==> src/rtl/schoolbook_sched_pkg.sv <==
// Shared types for the schoolbook multiplier scheduler: FSM encoding and requester IDs.
package schoolbook_sched_pkg;

  typedef enum logic [1:0] {
    ST_IDLE = 2'd0,
    ST_RUN  = 2'd1,
    ST_DONE = 2'd2
  } state_e;

  localparam logic ID_REQ0 = 1'b0;
  localparam logic ID_REQ1 = 1'b1;

endpackage

==> src/rtl/schoolbook_core.sv <==
// Iterative shift-add multiplier: one multiplier bit per cycle, LSB first, fixed WIDTH-cycle latency.
module schoolbook_core #(
  parameter int unsigned WIDTH = 256
) (
  input  logic                 clk,
  input  logic                 rst,
  input  logic                 start,
  input  logic [WIDTH-1:0]     a,
  input  logic [WIDTH-1:0]     b,
  output logic                 done_c,
  output logic [2*WIDTH-1:0]   c
);

  localparam int unsigned CW = $clog2(WIDTH) + 1;
  localparam int unsigned PW = 2 * WIDTH;

  logic [PW-1:0]    a_q, a_d;
  logic [WIDTH-1:0] b_q, b_d;
  logic [PW-1:0]    acc_q, acc_d;
  logic [CW-1:0]    count_q, count_d;
  logic             run_q, run_d;
  logic             last_bit;

  // a is kept pre-shifted by count, so each step adds a_q instead of a barrel-shifted copy
  always_comb begin
    a_d      = a_q;
    b_d      = b_q;
    acc_d    = acc_q;
    count_d  = count_q;
    run_d    = run_q;
    last_bit = (count_q == CW'(WIDTH - 1));
    if (start) begin
      a_d     = PW'(a);
      b_d     = b;
      acc_d   = '0;
      count_d = '0;
      run_d   = 1'b1;
    end else if (run_q) begin
      if (b_q[0]) begin
        acc_d = acc_q + a_q;
      end
      a_d     = a_q << 1;
      b_d     = b_q >> 1;
      count_d = count_q + CW'(1);
      if (last_bit) begin
        run_d = 1'b0;
      end
    end
  end

  always_ff @(posedge clk or negedge rst) begin
    if (!rst) begin
      a_q     <= '0;
      b_q     <= '0;
      acc_q   <= '0;
      count_q <= '0;
      run_q   <= 1'b0;
    end else begin
      a_q     <= a_d;
      b_q     <= b_d;
      acc_q   <= acc_d;
      count_q <= count_d;
      run_q   <= run_d;
    end
  end

  assign done_c = run_q & last_bit;
  assign c      = acc_q;

endmodule

==> src/rtl/schoolbook_sched.sv <==
// Round-robin front end that shares one schoolbook multiplier core between two requesters.
module schoolbook_sched
  import schoolbook_sched_pkg::*;
#(
  parameter int unsigned WIDTH = 256
) (
  input  logic                 clk,
  input  logic                 rst,
  input  logic                 req0_valid,
  output logic                 req0_ready,
  input  logic [WIDTH-1:0]     req0_a,
  input  logic [WIDTH-1:0]     req0_b,
  input  logic                 req1_valid,
  output logic                 req1_ready,
  input  logic [WIDTH-1:0]     req1_a,
  input  logic [WIDTH-1:0]     req1_b,
  output logic                 rsp_valid,
  input  logic                 rsp_ready,
  output logic                 rsp_id,
  output logic [2*WIDTH-1:0]   rsp_c,
  output logic                 busy
);

  state_e           state_q, state_d;
  logic             rr_last_q, rr_last_d;
  logic             rsp_id_q, rsp_id_d;
  logic             rsp_valid_q, rsp_valid_d;
  logic             busy_q, busy_d;
  logic             idle, grant0, grant1, start;
  logic             core_done_c;
  logic [WIDTH-1:0] op_a, op_b;

  // Contested cycles go to whichever requester was not served last
  always_comb begin
    idle   = (state_q == ST_IDLE);
    grant0 = idle & req0_valid & (~req1_valid | (rr_last_q == ID_REQ1));
    grant1 = idle & req1_valid & (~req0_valid | (rr_last_q == ID_REQ0));
    start  = grant0 | grant1;
    op_a   = grant1 ? req1_a : req0_a;
    op_b   = grant1 ? req1_b : req0_b;
  end

  always_comb begin
    state_d   = state_q;
    rr_last_d = rr_last_q;
    rsp_id_d  = rsp_id_q;
    case (state_q)
      ST_IDLE: begin
        if (grant0) begin
          rsp_id_d  = ID_REQ0;
          rr_last_d = ID_REQ0;
          state_d   = ST_RUN;
        end else if (grant1) begin
          rsp_id_d  = ID_REQ1;
          rr_last_d = ID_REQ1;
          state_d   = ST_RUN;
        end
      end
      ST_RUN: begin
        if (core_done_c) begin
          state_d = ST_DONE;
        end
      end
      ST_DONE: begin
        if (rsp_ready) begin
          state_d = ST_IDLE;
        end
      end
      default: state_d = ST_IDLE;
    endcase
    rsp_valid_d = (state_d == ST_DONE);
    busy_d      = (state_d != ST_IDLE);
  end

  always_ff @(posedge clk or negedge rst) begin
    if (!rst) begin
      state_q     <= ST_IDLE;
      rr_last_q   <= ID_REQ1;
      rsp_id_q    <= ID_REQ0;
      rsp_valid_q <= 1'b0;
      busy_q      <= 1'b0;
    end else begin
      state_q     <= state_d;
      rr_last_q   <= rr_last_d;
      rsp_id_q    <= rsp_id_d;
      rsp_valid_q <= rsp_valid_d;
      busy_q      <= busy_d;
    end
  end

  schoolbook_core #(
    .WIDTH (WIDTH)
  ) u_core (
    .clk    (clk),
    .rst    (rst),
    .start  (start),
    .a      (op_a),
    .b      (op_b),
    .done_c (core_done_c),
    .c      (rsp_c)
  );

  assign req0_ready = grant0;
  assign req1_ready = grant1;
  assign rsp_valid  = rsp_valid_q;
  assign rsp_id     = rsp_id_q;
  assign busy       = busy_q;

endmodule

==> config.mk <==
export PLATFORM = sky130hd
export DESIGN_NAME = schoolbook_sched
export DESIGN_NICKNAME = d
export VERILOG_FILES = /design/src/rtl/schoolbook_sched_pkg.sv /design/src/rtl/schoolbook_core.sv /design/src/rtl/schoolbook_sched.sv
export SDC_FILE = /design/constraint.sdc
export NUM_CORES = 2
export LEC_CHECK = 0
export BUFFER_PORTS_ARGS = -buffer_cell sky130_fd_sc_hd__clkbuf_2
export CORE_AREA = 4 4 604 606
export DETAILED_ROUTE_END_ITERATION = 10
export DIE_AREA = 0 0 608 610
export GPL_ROUTABILITY_DRIVEN = 1
export PLACE_DENSITY_LB_ADDON = 0.1
export SETUP_SLACK_MARGIN = 0.4
export SLEW_MARGIN = 20
export SYNTH_ARGS = -nofsm -noshare
export SYNTH_HDL_FRONTEND = slang
export SYNTH_HIERARCHICAL = 1
export SYNTH_SLANG_ARGS = --single-unit
==> constraint.sdc <==
create_clock -name clk -period 13.5 [get_ports clk]
set_input_delay 1.35 -clock clk [delete_from_list [all_inputs] [get_ports clk]]
set_output_delay 1.35 -clock clk [all_outputs]
set_load 0.1 [all_outputs]
Word-level counts from Yosys, hierarchy flattened
Index checks and enable logic that the tools add are counted.
- word-level logic and storage cells: 55
- input bits: 1029
- output and inout port bits: 517
- register bits after elaboration: 1296
- mux-type cells: 21
- bitwise operators: 11
- add/subtract/negate cells: 2
- equal/unequal tests: 4
- reduce and logical (&&, ||, !) cells: 7
- operator list (cell ; count):
    two-way mux 512 bit ; 5
    two-way mux 256 bit ; 4
    adder 512 bit ; 1
    two-way mux 9 bit ; 2
    adder 9 x 1 -> 9 bit (second input constant) ; 1
    equality test 9 x 8 -> 1 bit (second input constant) ; 1
    two-way mux 2 bit ; 4
    nonzero test 2 bit ; 4
    case mux 2 bit (3 select lines) ; 1
    AND 1 bit ; 5
    two-way mux 1 bit ; 5
    equality test 2 bit (second input constant) ; 2
    AND reduction 2 bit ; 2
    NOT 1 bit ; 3
    OR 1 bit ; 3
    equality test 2 x 1 -> 1 bit (second input constant) ; 1
    logical NOT 2 bit ; 1

Depth between registers and ports, before layout
- depth in word-level cells: 7
- mapped depth: 22
- depth with buffers taken out: 22

Modules after synthesis
The synthesis kept the hierarchy.
- modules (own cells, without submodules) (module ; cells an instance ; area each (µm²) ; times used ; seq. area each (µm²)):
    schoolbook_core ; 12025 ; 94411.8 ; 1 ; 32281.0
    schoolbook_sched ; 592 ; 8375.5 ; 1 ; 151.4

Least setup slack after synthesis
Ideal clock, no wire load.
- path kind: register to register
- start: register u_core.acc_q[0], in the netlist u_core/c[0]
- end: register u_core.acc_q[510], in the netlist u_core/c[510]
- cell stages (with the launch flop): 23
- data required time: 13.406 ns
- slack: 7.915 ns
- library setup time: 0.094 ns
- data arrival time: 5.491 ns
- path buffers: 0
- period minus slack after synthesis: 5.585 ns
- cells stage by stage: dfrtp_1 ha_1 inv_1 fa_1 nand2b_1 a21oi_1 o2111ai_1 and3_1 o311a_1 o31ai_1 nor2_1 o211ai_4 a31oi_4 o31ai_4 a21oi_2 o41ai_4 a41oi_2 o31a_1 o21a_1 o31ai_4 a21oi_2 xor2_1 a211oi_1
- longest elaborated chain between the ends: 4
- ends and longest elaborated chain (element ; RTL line ; text):
    start: declaration ; schoolbook_core.sv:19 ; logic [PW-1:0] acc_q, acc_d;
    start signal: assignment ; schoolbook_core.sv:55 ; acc_q <= '0;
    start signal: assignment ; schoolbook_core.sv:61 ; acc_q <= acc_d;
    adder 512 bit ; schoolbook_core.sv:40 ; acc_d = acc_q + a_q;
    two-way mux 512 bit ; schoolbook_core.sv:39 ; if (b_q[0]) begin
    two-way mux 512 bit ; schoolbook_core.sv:38 ; end else if (run_q) begin
    two-way mux 512 bit ; schoolbook_core.sv:32 ; if (start) begin
No other way between the ends. The select of a mux whose other input is x is not followed.
A chain may end at the register's enable or synchronous reset.

Worst setup path in the final report
- start: register u_core.a_q[82]
- end: register u_core.acc_q[486], in the netlist u_core/c[486]
- longest elaborated chain between the ends: 4
- ends and longest elaborated chain (element ; RTL line ; text):
    start: declaration ; schoolbook_core.sv:17 ; logic [PW-1:0] a_q, a_d;
    start signal: assignment ; schoolbook_core.sv:53 ; a_q <= '0;
    start signal: assignment ; schoolbook_core.sv:59 ; a_q <= a_d;
    adder 512 bit ; schoolbook_core.sv:40 ;
    two-way mux 512 bit ; schoolbook_core.sv:39 ;
    two-way mux 512 bit ; schoolbook_core.sv:38 ;
    two-way mux 512 bit ; schoolbook_core.sv:32 ;
No other way between the ends. The select of a mux whose other input is x is not followed.

==> metrics.md <==
| Metric | Value |
|---|---|
| Result of the run | `finished clean` |
| Post-synthesis sequential element count | `around 1300` |
| Chip Width | `approximately 600 um` |
| Crit start category | `flip-flop` |
| Root buffer cell | `sky130_fd_sc_hd__clkbuf_16` |
| Arrival time of data at the critical path endpoint | `between 9000 and 10000 ps` |
| Floorplan core area | `approximately 360000 um2` |
| Final layout net count | `around 15000` |
| Die footprint | `between 300000 and 400000 um2` |
| Filler-free cell count of the finished design | `about 19000` |
| Achievable Freq | `roughly 110 MHz` |
| H-tree lvl count | `4` |
| Area growth syn-to-layout | `17.1%` |
| Final RePlAce weighted congestion | `0.999` |
| Number of synthesis warnings | `6` |
| Count of unresolved DRC violations after routing | `0` |
| Quantity of hold-fixing buffers added after cts | `0` |
| Post-synth EDFFs | `0` |
| HPWL Detailed | `roughly 440000 um` |
| Share of async-settable or async-resettable flops after synthesis | `1.00` |
| Largest fanout on the critical path | `7` |
| Required time of the critical path | `between 10000 and 15000 ps` |
| Final cycle utilization of the critical path | `0.645` |
| Max-cap check violation count | `0` |
| Slew @ Worst Pin | `roughly 1300 ps` |
| Average detailed-routed wire length per instance | `between 20 and 30 um` |
| Commonest cells post-synth | `sky130_fd_sc_hd__nand2_1, sky130_fd_sc_hd__a21oi_1, sky130_fd_sc_hd__o21ai_0` |
| Ratio of cells with drive above 1 in the final layout | `0.186` |
| Maximum buffer depth of the clock tree | `4` |
| Worst reg2reg endpoint | `u_core/c[486]` |
| Endpoints failing setup | `0` |
| Biggest area consumer among synthesized cells | `sky130_fd_sc_hd__dfrtp_1` |
| Crit path kind | `reg -> reg` |
| Final hold violation count | `0` |
| Clock tree from TritonCTS | `built` |
| RSZ-0062 raised after global routing | `no` |
| Die height | `approximately 610 um` |
| Post-cts gate resize count | `0` |
| Number of global-route vias before repair | `101000` |
| Number of port buffers | `around 1500` |
| # clock sinks | `approximately 1300` |
| Post CTS Setup Buffer Count | `0` |
| Number of distinct standard cells referenced by the synthesized netlist | `96` |
| Initial core utilization | `0.286` |
| Startpoint of the lowest-slack register-to-register path | `u_core/a_q[82]` |
| Critical path endpoint category | `flip-flop` |
| Remaining antenna violation count after routing | `0` |
| Post-synthesis average cell area | `~8.1 um2` |
| Maximum number of pins on one net before global-route repair | `202` |
| Worst R2R Path Depth | `19` |
| Number of buffers added by the clock tree synthesis step | `177` |
| Wire length of the first global-routing pass | `753000 um` |
| Total GRT Usage | `0.275` |
| Number of standard cells after synthesis | `between 10000 and 15000` |
| Via Count | `between 100k and 150k` |
| Top flip-flop cell by instance count after synthesis | `sky130_fd_sc_hd__dfrtp_1` |
| Sequential-to-total area share from yosys stat | `0.316` |
| Top-count cell post-synth | `sky130_fd_sc_hd__nand2_1` |
| Cell area after synthesis | `just over 100000 um2` |
| Yosys top cell area share | `0.315` |
| R2r setup slk | `4790 ps` |
| Worst min-delay path category | `in -> async` |
| Period minus WS final | `a little under 9000 ps` |
| Detailed router's first-iteration violation count | `around 9200` |
| Post-Route Setup TNS | `0 ps` |
| Worst slew margin relative to its limit | `0.133` |
| Total overflow reported by the global router | `0` |
| Top area cells in the synthesized netlist | `sky130_fd_sc_hd__dfrtp_1, sky130_fd_sc_hd__nand2_1, sky130_fd_sc_hd__mux2i_1, sky130_fd_sc_hd__a21oi_1, sky130_fd_sc_hd__o21ai_0` |
| Via density | `5.43` |
| Post-placement cell count | `roughly 18000` |
| Syn_nets | `roughly 14000` |
| Final Skew | `approximately 44 ps` |
| Top Ports | `between 1500 and 2000` |
| DRT Pass-1 Iters | `6` |
| Insertion delay to the later sink of the worst-skew pair | `roughly 890 ps` |
| Num rows | `between 200 and 250` |
| Initial antenna violation count | `50` |
| Total wire length after detailed routing | `roughly 540000 um` |
| Slew Viols, Final | `0` |
| Clock slew at reported path FFs | `about 60 ps` |
-- cells by family (layout without fill, tap and decap cells) --
| kind of cell | Yosys count | count (layout) | synth area share |
|---|---|---|---|
| AOI/OAI and AO/OA | 3868 | 3868 | 0.215 |
| xor gates and xnor gates | 502 | 502 | 0.0428 |
| adders and majority gates | 514 | 514 | 0.0626 |
| buffers and inverters | 950 | 2171 | 0.0400 |
| DFF | 1296 | 1296 | 0.316 |
| muxes | 1282 | 1282 | 0.148 |
| other | 0 | 14 | 0 |
| and+or+nand+nor | 4205 | 4205 | 0.176 |
-- layer usage --
metal,part of all wire,vias to the layer above,track usage
met5,0.00012,-,0
met4,0.041,10,0.0971
met3,0.077,669,0.0695
met2,0.45,3226,0.440
met1,0.43,49900,0.358
li1,-,47300,-
-- per-stage QoR --
step	setup slack, ps	area, um2	utilization	hold slack (ps)
finish	4790	120000	0.335	432
global route	4820	120000	0.335	454
CTS	5320	120000	0.335	422
detailed placement	5350	114000	0.319	484
global placement	5320	114000	0.318	480
floorplan	7920	103000	-	497
-- layout by cell type, fill, tap and decap left out, types with 41 or more instances in the layout --
master | Yosys | layout
sky130_fd_sc_hd__nand2_1 | 2117 | 2115
sky130_fd_sc_hd__clkbuf_2 | 5 | 1544
sky130_fd_sc_hd__a21oi_1 | 1445 | 1444
sky130_fd_sc_hd__o21ai_0 | 1444 | 1443
sky130_fd_sc_hd__dfrtp_1 | 1295 | 1294
sky130_fd_sc_hd__nor2_1 | 1107 | 1105
sky130_fd_sc_hd__mux2i_1 | 770 | 770
sky130_fd_sc_hd__ha_1 | 513 | 513
sky130_fd_sc_hd__mux2_4 | 458 | 458
sky130_fd_sc_hd__nand4_1 | 357 | 357
sky130_fd_sc_hd__xnor2_1 | 308 | 308
sky130_fd_sc_hd__a21o_1 | 205 | 205
sky130_fd_sc_hd__o21bai_1 | 202 | 202
sky130_fd_sc_hd__xor2_1 | 194 | 194
sky130_fd_sc_hd__inv_1 | 185 | 185
sky130_fd_sc_hd__clkbuf_16 | 0 | 181
sky130_fd_sc_hd__nor3_1 | 178 | 178
sky130_fd_sc_hd__buf_4 | 8 | 114
sky130_fd_sc_hd__o21a_1 | 108 | 108
sky130_fd_sc_hd__nand3_1 | 107 | 106
sky130_fd_sc_hd__nor4_1 | 76 | 75
sky130_fd_sc_hd__a31oi_1 | 63 | 63
sky130_fd_sc_hd__mux2_2 | 54 | 54
sky130_fd_sc_hd__o31ai_1 | 55 | 51
sky130_fd_sc_hd__a21boi_0 | 51 | 51
sky130_fd_sc_hd__nand2b_1 | 44 | 43
sky130_fd_sc_hd__or3_1 | 41 | 41
-- worst max-delay path, cell delays in order (launching register included) --
cell	delay, ps
sky130_fd_sc_hd__dfrtp_1	420
sky130_fd_sc_hd__ha_1	470
sky130_fd_sc_hd__nand4_1	480
sky130_fd_sc_hd__nor4_1	600
sky130_fd_sc_hd__nand3_1	290
sky130_fd_sc_hd__or3_1	520
sky130_fd_sc_hd__o31ai_1	1090
sky130_fd_sc_hd__nor2_1	560
sky130_fd_sc_hd__o211ai_4	590
sky130_fd_sc_hd__a21boi_1	260
sky130_fd_sc_hd__o21bai_1	380
sky130_fd_sc_hd__a211oi_1	200
sky130_fd_sc_hd__o21ai_1	420
sky130_fd_sc_hd__and3_1	410
sky130_fd_sc_hd__a31oi_1	250
sky130_fd_sc_hd__nor3_1	620
sky130_fd_sc_hd__a21oi_1	330
sky130_fd_sc_hd__o21ai_1	300
sky130_fd_sc_hd__mux2i_1	210
sky130_fd_sc_hd__o2111ai_1	130
-- final cells by class --
class | instances | area [um2]
fill | 39000 | 239000
multi-input combinational | 10400 | 66300
sequential | 1296 | 32400
timing repair buffer | 1674 | 8900
tap | 4773 | 5970
clock buffer | 242 | 5100
clock inverter | 70 | 842
inverter | 185 | 694
antenna | 14 | 35.0
-- state kept, by name, summed over array words and instances (netlist names) --
| name | cells |
|---|---|
| u_core/a_q | 512 |
| u_core/c | 512 |
| u_core/b_q | 256 |
| u_core/count_q | 9 |
| state_q | 2 |
| busy | 1 |
| rr_last_q | 1 |
| rsp_id | 1 |
| rsp_valid | 1 |
| u_core/run_q | 1 |
-- how the worst max path moves through the flow --
stage / start / endpoint / depth (start not counted)
final: u_core/a_q[82] / u_core/c[486] / 19
after global routing: u_core/a_q[84] / u_core/c[486] / 19
after CTS: u_core/c[0] / u_core/c[486] / 22
after detailed placement: u_core/c[0] / u_core/c[486] / 22
after global placement: u_core/a_q[82] / u_core/c[486] / 19
after floorplan: u_core/c[0] / u_core/c[510] / 22
Power is not shown: default switching activity piles up to over one toggle a cycle in this logic, so the estimate is an artifact.
